**config.mk**
```make
export PLATFORM = sky130hd
export DESIGN_NAME = mux_dff_pipe
export DESIGN_NICKNAME = d
export VERILOG_FILES = /design/src/rtl/mux_dff_pipe_pkg.sv /design/src/rtl/mux_dff_stage.sv /design/src/rtl/mux_dff_pipe.sv
export SDC_FILE = /design/constraint.sdc
export NUM_CORES = 1
export LEC_CHECK = 0
export BUFFER_PORTS_ARGS = -buffer_cell sky130_fd_sc_hd__buf_2
export CAP_MARGIN = 20
export CORE_ASPECT_RATIO = 0.8
export CORE_MARGIN = 2
export CORE_UTILIZATION = 40
export DETAILED_ROUTE_END_ITERATION = 6
export MAX_ROUTING_LAYER = met4
export PLACE_DENSITY_LB_ADDON = 0.08
export SLEW_MARGIN = 15
export SYNTH_ARGS = -nofsm -noshare
export SYNTH_HDL_FRONTEND = slang
export SYNTH_SLANG_ARGS = --single-unit
```
**constraint.sdc**
```tcl
create_clock -name clk -period 1.7 [get_ports clk]
set_input_delay 0.34 -clock clk [delete_from_list [all_inputs] [get_ports clk]]
set_output_delay 0.34 -clock clk [all_outputs]
set_load 0.005 [all_outputs]
```
**src/rtl/mux_dff_pipe_pkg.sv**
```systemverilog
// Shared constants and helpers for the mux-into-register-pipeline block.
package mux_dff_pipe_pkg;

   // Width of the saturating accepted-beat counter.
   localparam int unsigned AcceptCntW = 16;

   // Select width: clog2 of the channel count, never narrower than one bit.
   function automatic int unsigned sel_width(input int unsigned channels);
      return (channels <= 2) ? 1 : $clog2(channels);
   endfunction

endpackage

```
**src/rtl/mux_dff_stage.sv**
```systemverilog
// One pipeline stage: data, channel tag and valid with hold-enable and flush.
module mux_dff_stage #(
   parameter int unsigned WIDTH = 8,
   parameter int unsigned SEL_W = 2
) (
   input  logic             clk,
   input  logic             rst_n,
   input  logic             i_en,
   input  logic             i_flush,
   input  logic [WIDTH-1:0] i_data,
   input  logic [SEL_W-1:0] i_sel,
   input  logic             i_valid,
   output logic [WIDTH-1:0] o_data,
   output logic [SEL_W-1:0] o_sel,
   output logic             o_valid
);

   logic [WIDTH-1:0] r_data;
   logic [SEL_W-1:0] r_sel;
   logic             r_valid;

   // Flush only kills the valid bit; payload registers keep their last value.
   always_ff @(posedge clk or negedge rst_n) begin
      if (!rst_n) begin
         r_data  <= '0;
         r_sel   <= '0;
         r_valid <= 1'b0;
      end else if (i_flush) begin
         r_valid <= 1'b0;
      end else if (i_en) begin
         r_data  <= i_data;
         r_sel   <= i_sel;
         r_valid <= i_valid;
      end
   end

   assign o_data  = r_data;
   assign o_sel   = r_sel;
   assign o_valid = r_valid;

endmodule

```
**src/rtl/mux_dff_pipe.sv**
```systemverilog
// Channel mux feeding a DEPTH-stage register pipeline, with select-error
// flag and saturating count of accepted beats.
module mux_dff_pipe
   import mux_dff_pipe_pkg::*;
#(
   parameter  int unsigned WIDTH    = 8,
   parameter  int unsigned CHANNELS = 4,
   parameter  int unsigned DEPTH    = 2,
   localparam int unsigned SEL_W    = sel_width(CHANNELS)
) (
   input  logic                      clk,
   input  logic                      rst_n,
   input  logic                      en,
   input  logic                      flush,
   input  logic                      in_valid,
   input  logic [SEL_W-1:0]          sel,
   input  logic [CHANNELS*WIDTH-1:0] data,
   output logic [WIDTH-1:0]          Q,
   output logic                      q_valid,
   output logic [SEL_W-1:0]          q_sel,
   output logic                      sel_err,
   output logic [AcceptCntW-1:0]     accept_cnt
);

   logic [WIDTH-1:0]            w_mux_data;
   logic                        w_sel_ok;
   logic                        w_accept;
   logic [DEPTH:0][WIDTH-1:0]   w_chain_data;
   logic [DEPTH:0][SEL_W-1:0]   w_chain_sel;
   logic [DEPTH:0]              w_chain_valid;
   logic                        r_sel_err;
   logic [AcceptCntW-1:0]       r_accept_cnt;

   // Combinational channel select; an out-of-range select yields zero data.
   always_comb begin
      w_mux_data = '0;
      w_sel_ok   = 1'b0;
      for (int k = 0; k < CHANNELS; k++) begin
         if (sel == SEL_W'(k)) begin
            w_mux_data = data[k*WIDTH +: WIDTH];
            w_sel_ok   = 1'b1;
         end
      end
   end

   assign w_chain_data[0]  = w_mux_data;
   assign w_chain_sel[0]   = sel;
   assign w_chain_valid[0] = in_valid & w_sel_ok;

   for (genvar g = 0; g < DEPTH; g++) begin : g_stage
      mux_dff_stage #(
         .WIDTH (WIDTH),
         .SEL_W (SEL_W)
      ) u_stage (
         .clk     (clk),
         .rst_n   (rst_n),
         .i_en    (en),
         .i_flush (flush),
         .i_data  (w_chain_data[g]),
         .i_sel   (w_chain_sel[g]),
         .i_valid (w_chain_valid[g]),
         .o_data  (w_chain_data[g+1]),
         .o_sel   (w_chain_sel[g+1]),
         .o_valid (w_chain_valid[g+1])
      );
   end

   // A beat counts only if it actually enters the pipe as valid.
   assign w_accept = en & in_valid & ~flush & w_sel_ok;

   // Sticky select error and saturating accept counter.
   always_ff @(posedge clk or negedge rst_n) begin
      if (!rst_n) begin
         r_sel_err    <= 1'b0;
         r_accept_cnt <= '0;
      end else begin
         if (en && in_valid && !w_sel_ok) begin
            r_sel_err <= 1'b1;
         end
         if (w_accept && (r_accept_cnt != '1)) begin
            r_accept_cnt <= r_accept_cnt + AcceptCntW'(1);
         end
      end
   end

   assign Q          = w_chain_data[DEPTH];
   assign q_sel      = w_chain_sel[DEPTH];
   assign q_valid    = w_chain_valid[DEPTH];
   assign sel_err    = r_sel_err;
   assign accept_cnt = r_accept_cnt;

endmodule

```
======== Word level (Yosys, flattened, before mapping) ========
Cells that the tools add are included.
word-level totals
  flip-flop bits (word level) ............. 39
operators by class
  add/sub/neg operators ................... 1
  eq/ne operators ......................... 4
  mux-type cells .......................... 12
  bitwise gates (word level) .............. 5
  reductions and logical operators ........ 7
operator list
  kind                   count
  $mux 8                 4
  $add 16x1->16 const B  1
  $ne 16x16->1 const B   1
  $mux 1                 8
  $and 1x1->1            4
  $eq 2x2->1 const B     2
  $logic_and 1x1->1      3
  $eq 2x1->1 const B     1
  $logic_not 2->1        1
  $reduce_and 2->1       1
  $reduce_bool 2->1      1
  $logic_not 1->1        1
  $not 1->1              1

======== Logic depth before layout (Yosys ltp) ========
  word-level depth ........................ 8
  depth in mapped cells ................... 6
  gate-level depth less buffers ........... 5

======== Cells and area by module ========
A second synthesis with hierarchy kept.
second synthesis, totals
  cells, all modules ...................... 134
  area, all modules ....................... 1,971.9 um^2
modules (own cells, without submodules)
  module         times used  cells each  area each (um^2)
  mux_dff_pipe   1           84          1,026.0
  mux_dff_stage  2           25          473.0

======== Least setup slack after synthesis ========
Ideal clock, no wire load.
  path kind ............................... register -> register
  from .................................... register r_accept_cnt[0] (netlist: accept_cnt[0])
  to ...................................... register r_accept_cnt[9] (netlist: accept_cnt[9])
  setup time .............................. 0.138 ns
  data arrival time ....................... 1.609 ns
  required time ........................... 1.562 ns
  setup slack ............................. -0.047 ns
  cell stages (with the launch flop) ...... 7
  buffers on the path ..................... 1
  clock period less this slack ............ 1.747 ns
  path through ............................ dfrtp_1 ha_1 nand4_1 nor4_2 buf_2 nor4_1 xor2_1
on the way
  longest elaborated chain between the ends .. 2
  elaborated cells on any way between the ends .. 3
RTL lines
  item                                                   RTL line            source
  from (decl)                                            mux_dff_pipe.sv:32  logic [AcceptCntW-1:0] r_accept_cnt;
  from (signal assigned)                                 mux_dff_pipe.sv:81  r_accept_cnt <= r_accept_cnt + AcceptCntW'(1);
  branches (longest 2 deep; another with $add 16x1->16)  -
Parallel ways; which one is timed is not known.
A chain may end at the register's enable or synchronous reset.

======== Final worst setup path ========
  from .................................... register r_accept_cnt[0] (netlist: accept_cnt[0])
  to ...................................... register r_accept_cnt[15] (netlist: accept_cnt[15])
The elaborated chain is that of the path after synthesis.

==> metrics.txt <==
outcome=finished, violations left; violated checks=hold timing; Startpoint Class=flip-flop; Distinct cells, synth=25; DR iter-0 viols=35; WS Path Type=reg -> reg; CP max FO=3; sequential-to-total area share from yosys stat=53.10%; crit end category=flip-flop; Max Root-Sink Buffers=2; number of global-route vias before repair=1532; CTS Sinks=39; GRT Util Overall=17.95%; clock buffer count from CTS=5; final routed DRC violation total=0; Tmin final=1.636 ns; relative slew slack=70.87%; Max Fclk=611.4 MHz; IO buf count=66; Max-Cap Viols=0; Layout area overhead=37.85%; total wire length=3985 microns; hold buffers post-CTS=0; clock skew=0.001705 ns; Pleak=1.366 nW; Diodes inserted=0; Worst path max stage delay=0.50 ns; Ys Warns=0; total power=2.311 mW; Worst-Margin Slew=0.4369 ns; Post-Route Utilization=56.13%; Max IR drop VDD=0.5687 mV; Synth Instances=173; Setup violations, final=0; CTS tree=built; Power Dens Cells=912.2 mW/mm^2; Core Area=0.004514 sq mm; Fin. Hold Viols=6; Die H=64.63 microns; period utilisation layout=96.21%; syn avg cell area=10.62 sq um; first-pass GRT wire length=6982 microns; die area=0.005157 sq mm; worst-skew pair later-pin latency=0.28 ns; final instance area=0.002534 sq mm; io pins=67; pin count of the biggest net entering global routing=23; nets@finish=302; critical path, cell by cell=buf_4, and3_1, or4b_4, nor4_2, xor2_1; Post-DP Area=0.002409 sq mm; CP Data Arrival Time=1.84 ns; antenna violations before repair=0; first-pass detailed-route iteration total=4; DRT antenna net count=0; Via density=4.743; syn nets=213; gpl congestion=0.7761; unrepaired setup endpoints after global routing=yes; slowest stage cell, crit path=or4b_4; number of synthesized register bits=39; fraction of layout cells with a size suffix above 1=44.49%; Clock Tree Root=clkbuf_8; total grt overflow=0; setup tns final=0 ns; fin. max-slew vios=0; row count=22; Starting Density=40.72%; Hold WC Path Type=in -> async; drt wl/cell=12.34 microns; required time worst endpoint=1.91 ns; Die Width=79.79 microns; synthesized area=0.001838 sq mm; via count=1532; Final HPWL DP=3014 microns; hold slack=-0.007881 ns; CTS H-tree depth=2; clk slew on worst S/H paths=0.07 ns
[timing repair]
action | in CTS | in global routing
resized for setup | 1 | 6
buffers inserted | 0 | 1
setup endpoints to repair | 2 | 10
hold endpoints to repair | 0 | 0
pin swaps | 1 | 3
[power by group]
part	internal (mW)	switching, mW
logic	0.315	0.256
registers	1.07	0.0808
clock network	0.288	0.304
[state kept, by name, indices dropped and copies added, names as in the netlist]
register and flops:
g_stage.u_stage.o_sel 4, g_stage.u_stage.o_data 16, g_stage.u_stage.o_valid 2, accept_cnt 16, sel_err 1
[per-layer routing]
metal | vias to the layer above | routed length (microns) | track usage (%)
li1 | 768 | - | -
met1 | 726 | 2012 | 24.80
met2 | 36 | 1758 | 27.00
met3 | 2 | 191 | 4.318
met4 | 0 | 21 | 4.449
met5 | - | 0 | -
[through the flow]
stage | instances | setup WS, ns
final | 323 | 0.06446
after global routing | 323 | -0.03708
after CTS | 322 | 0.01750
after detailed placement | 314 | 0.01026
after global placement | 314 | 0.02558
after floorplan | 173 | 0.01703
[cells in the final DEF (no fill, tap or decap), drive strengths merged]
cell / netlist / routed
nand2b: 1 / 1
nor2: 3 / 3
mux4: 8 / 8
nand3b: 1 / 1
buf: 2 / 91
or4b: 1 / 1
xnor2: 2 / 2
and3: 1 / 1
clkinv: 0 / 1
mux2: 1 / 1
nor4: 7 / 7
nand4: 6 / 6
nor2b: 1 / 1
nor3: 4 / 4
mux2i: 2 / 2
nor3b: 2 / 2
xor2: 13 / 13
ha: 1 / 1
dfrtp: 39 / 39
nor4b: 1 / 1
or2: 1 / 1
nand2: 65 / 65
nand3: 4 / 4
clkbuf: 7 / 7
[critical path: cells and delay by family (launching register included)]
family                 cells  cell delay [ns]
XOR/XNOR                   1             0.16
buffers and inverters      1             0.12
flip-flops                 1             0.35
AND/OR/NAND/NOR            3             0.93
[worst paths after layout]
check | start | endpoint | slack [ns] | cells past startpoint
worst max-delay path | accept_cnt[0]$_DFFE_PN0P_ | accept_cnt[15]$_DFFE_PN0P_ | 0.06 | 5
worst min-delay path | rst_n | g_stage[1].u_stage.o_data[2]$_DFFE_PN0P_ | -0.008 | 1
worst max register to register | accept_cnt[0]$_DFFE_PN0P_ | accept_cnt[15]$_DFFE_PN0P_ | 0.06 | 5
worst min register to register | sel_err$_DFFE_PN0P_ | sel_err$_DFFE_PN0P_ | 0.38 | 0
max in group asynchronous | rst_n | g_stage[1].u_stage.o_sel[1]$_DFFE_PN0P_ | 1.25 | 2
min in group clk | flush | g_stage[0].u_stage.o_valid$_DFFE_PN0P_ | 0.27 | 2
[cells by family after synthesis]
group,count (synthesis),share of synthesized area [%]
DFF,39,53.10
xor gates and xnor gates,15,7.148
buffers and inverters,9,1.974
and+or+nand+nor,98,25.60
adders and majority gates,1,0.6806
muxes,11,11.50
[cell type report]
class,instances,area (sq um)
well taps,60,75.07
multi-input cells,125,869.6
clock buffers,7,76.32
clock inverters,1,5.005
flip-flops and latches,39,977.2
fillers,444,1981
repair buffers,91,530.5
[cell usage after synthesis]
cell type   n  share of area, %
buf_2       2              0.54
nor2_1      3              0.61
nor3b_1     2              0.82
nor4_2      3               2.0
nor4_1      4               1.4
or4b_4      1              0.75
nor4b_1     1              0.48
mux2i_1     2               1.1
xor2_1     13               6.2
dfrtp_1    39                53
and3_1      1              0.34
ha_1        1              0.68
nor3_1      4               1.1
clkbuf_1    7               1.4
nor2b_1     1              0.34
xnor2_1     2              0.95
mux2_2      1              0.61
or2_1       1              0.34
nand2_1    65                13
nand2b_1    1              0.34
nand3_1     3              0.82
nand4_1     6               2.0
mux4_2      8               9.8
nand3_2     1              0.54
nand3b_1    1              0.41
(Power assumes the default switching activity.)
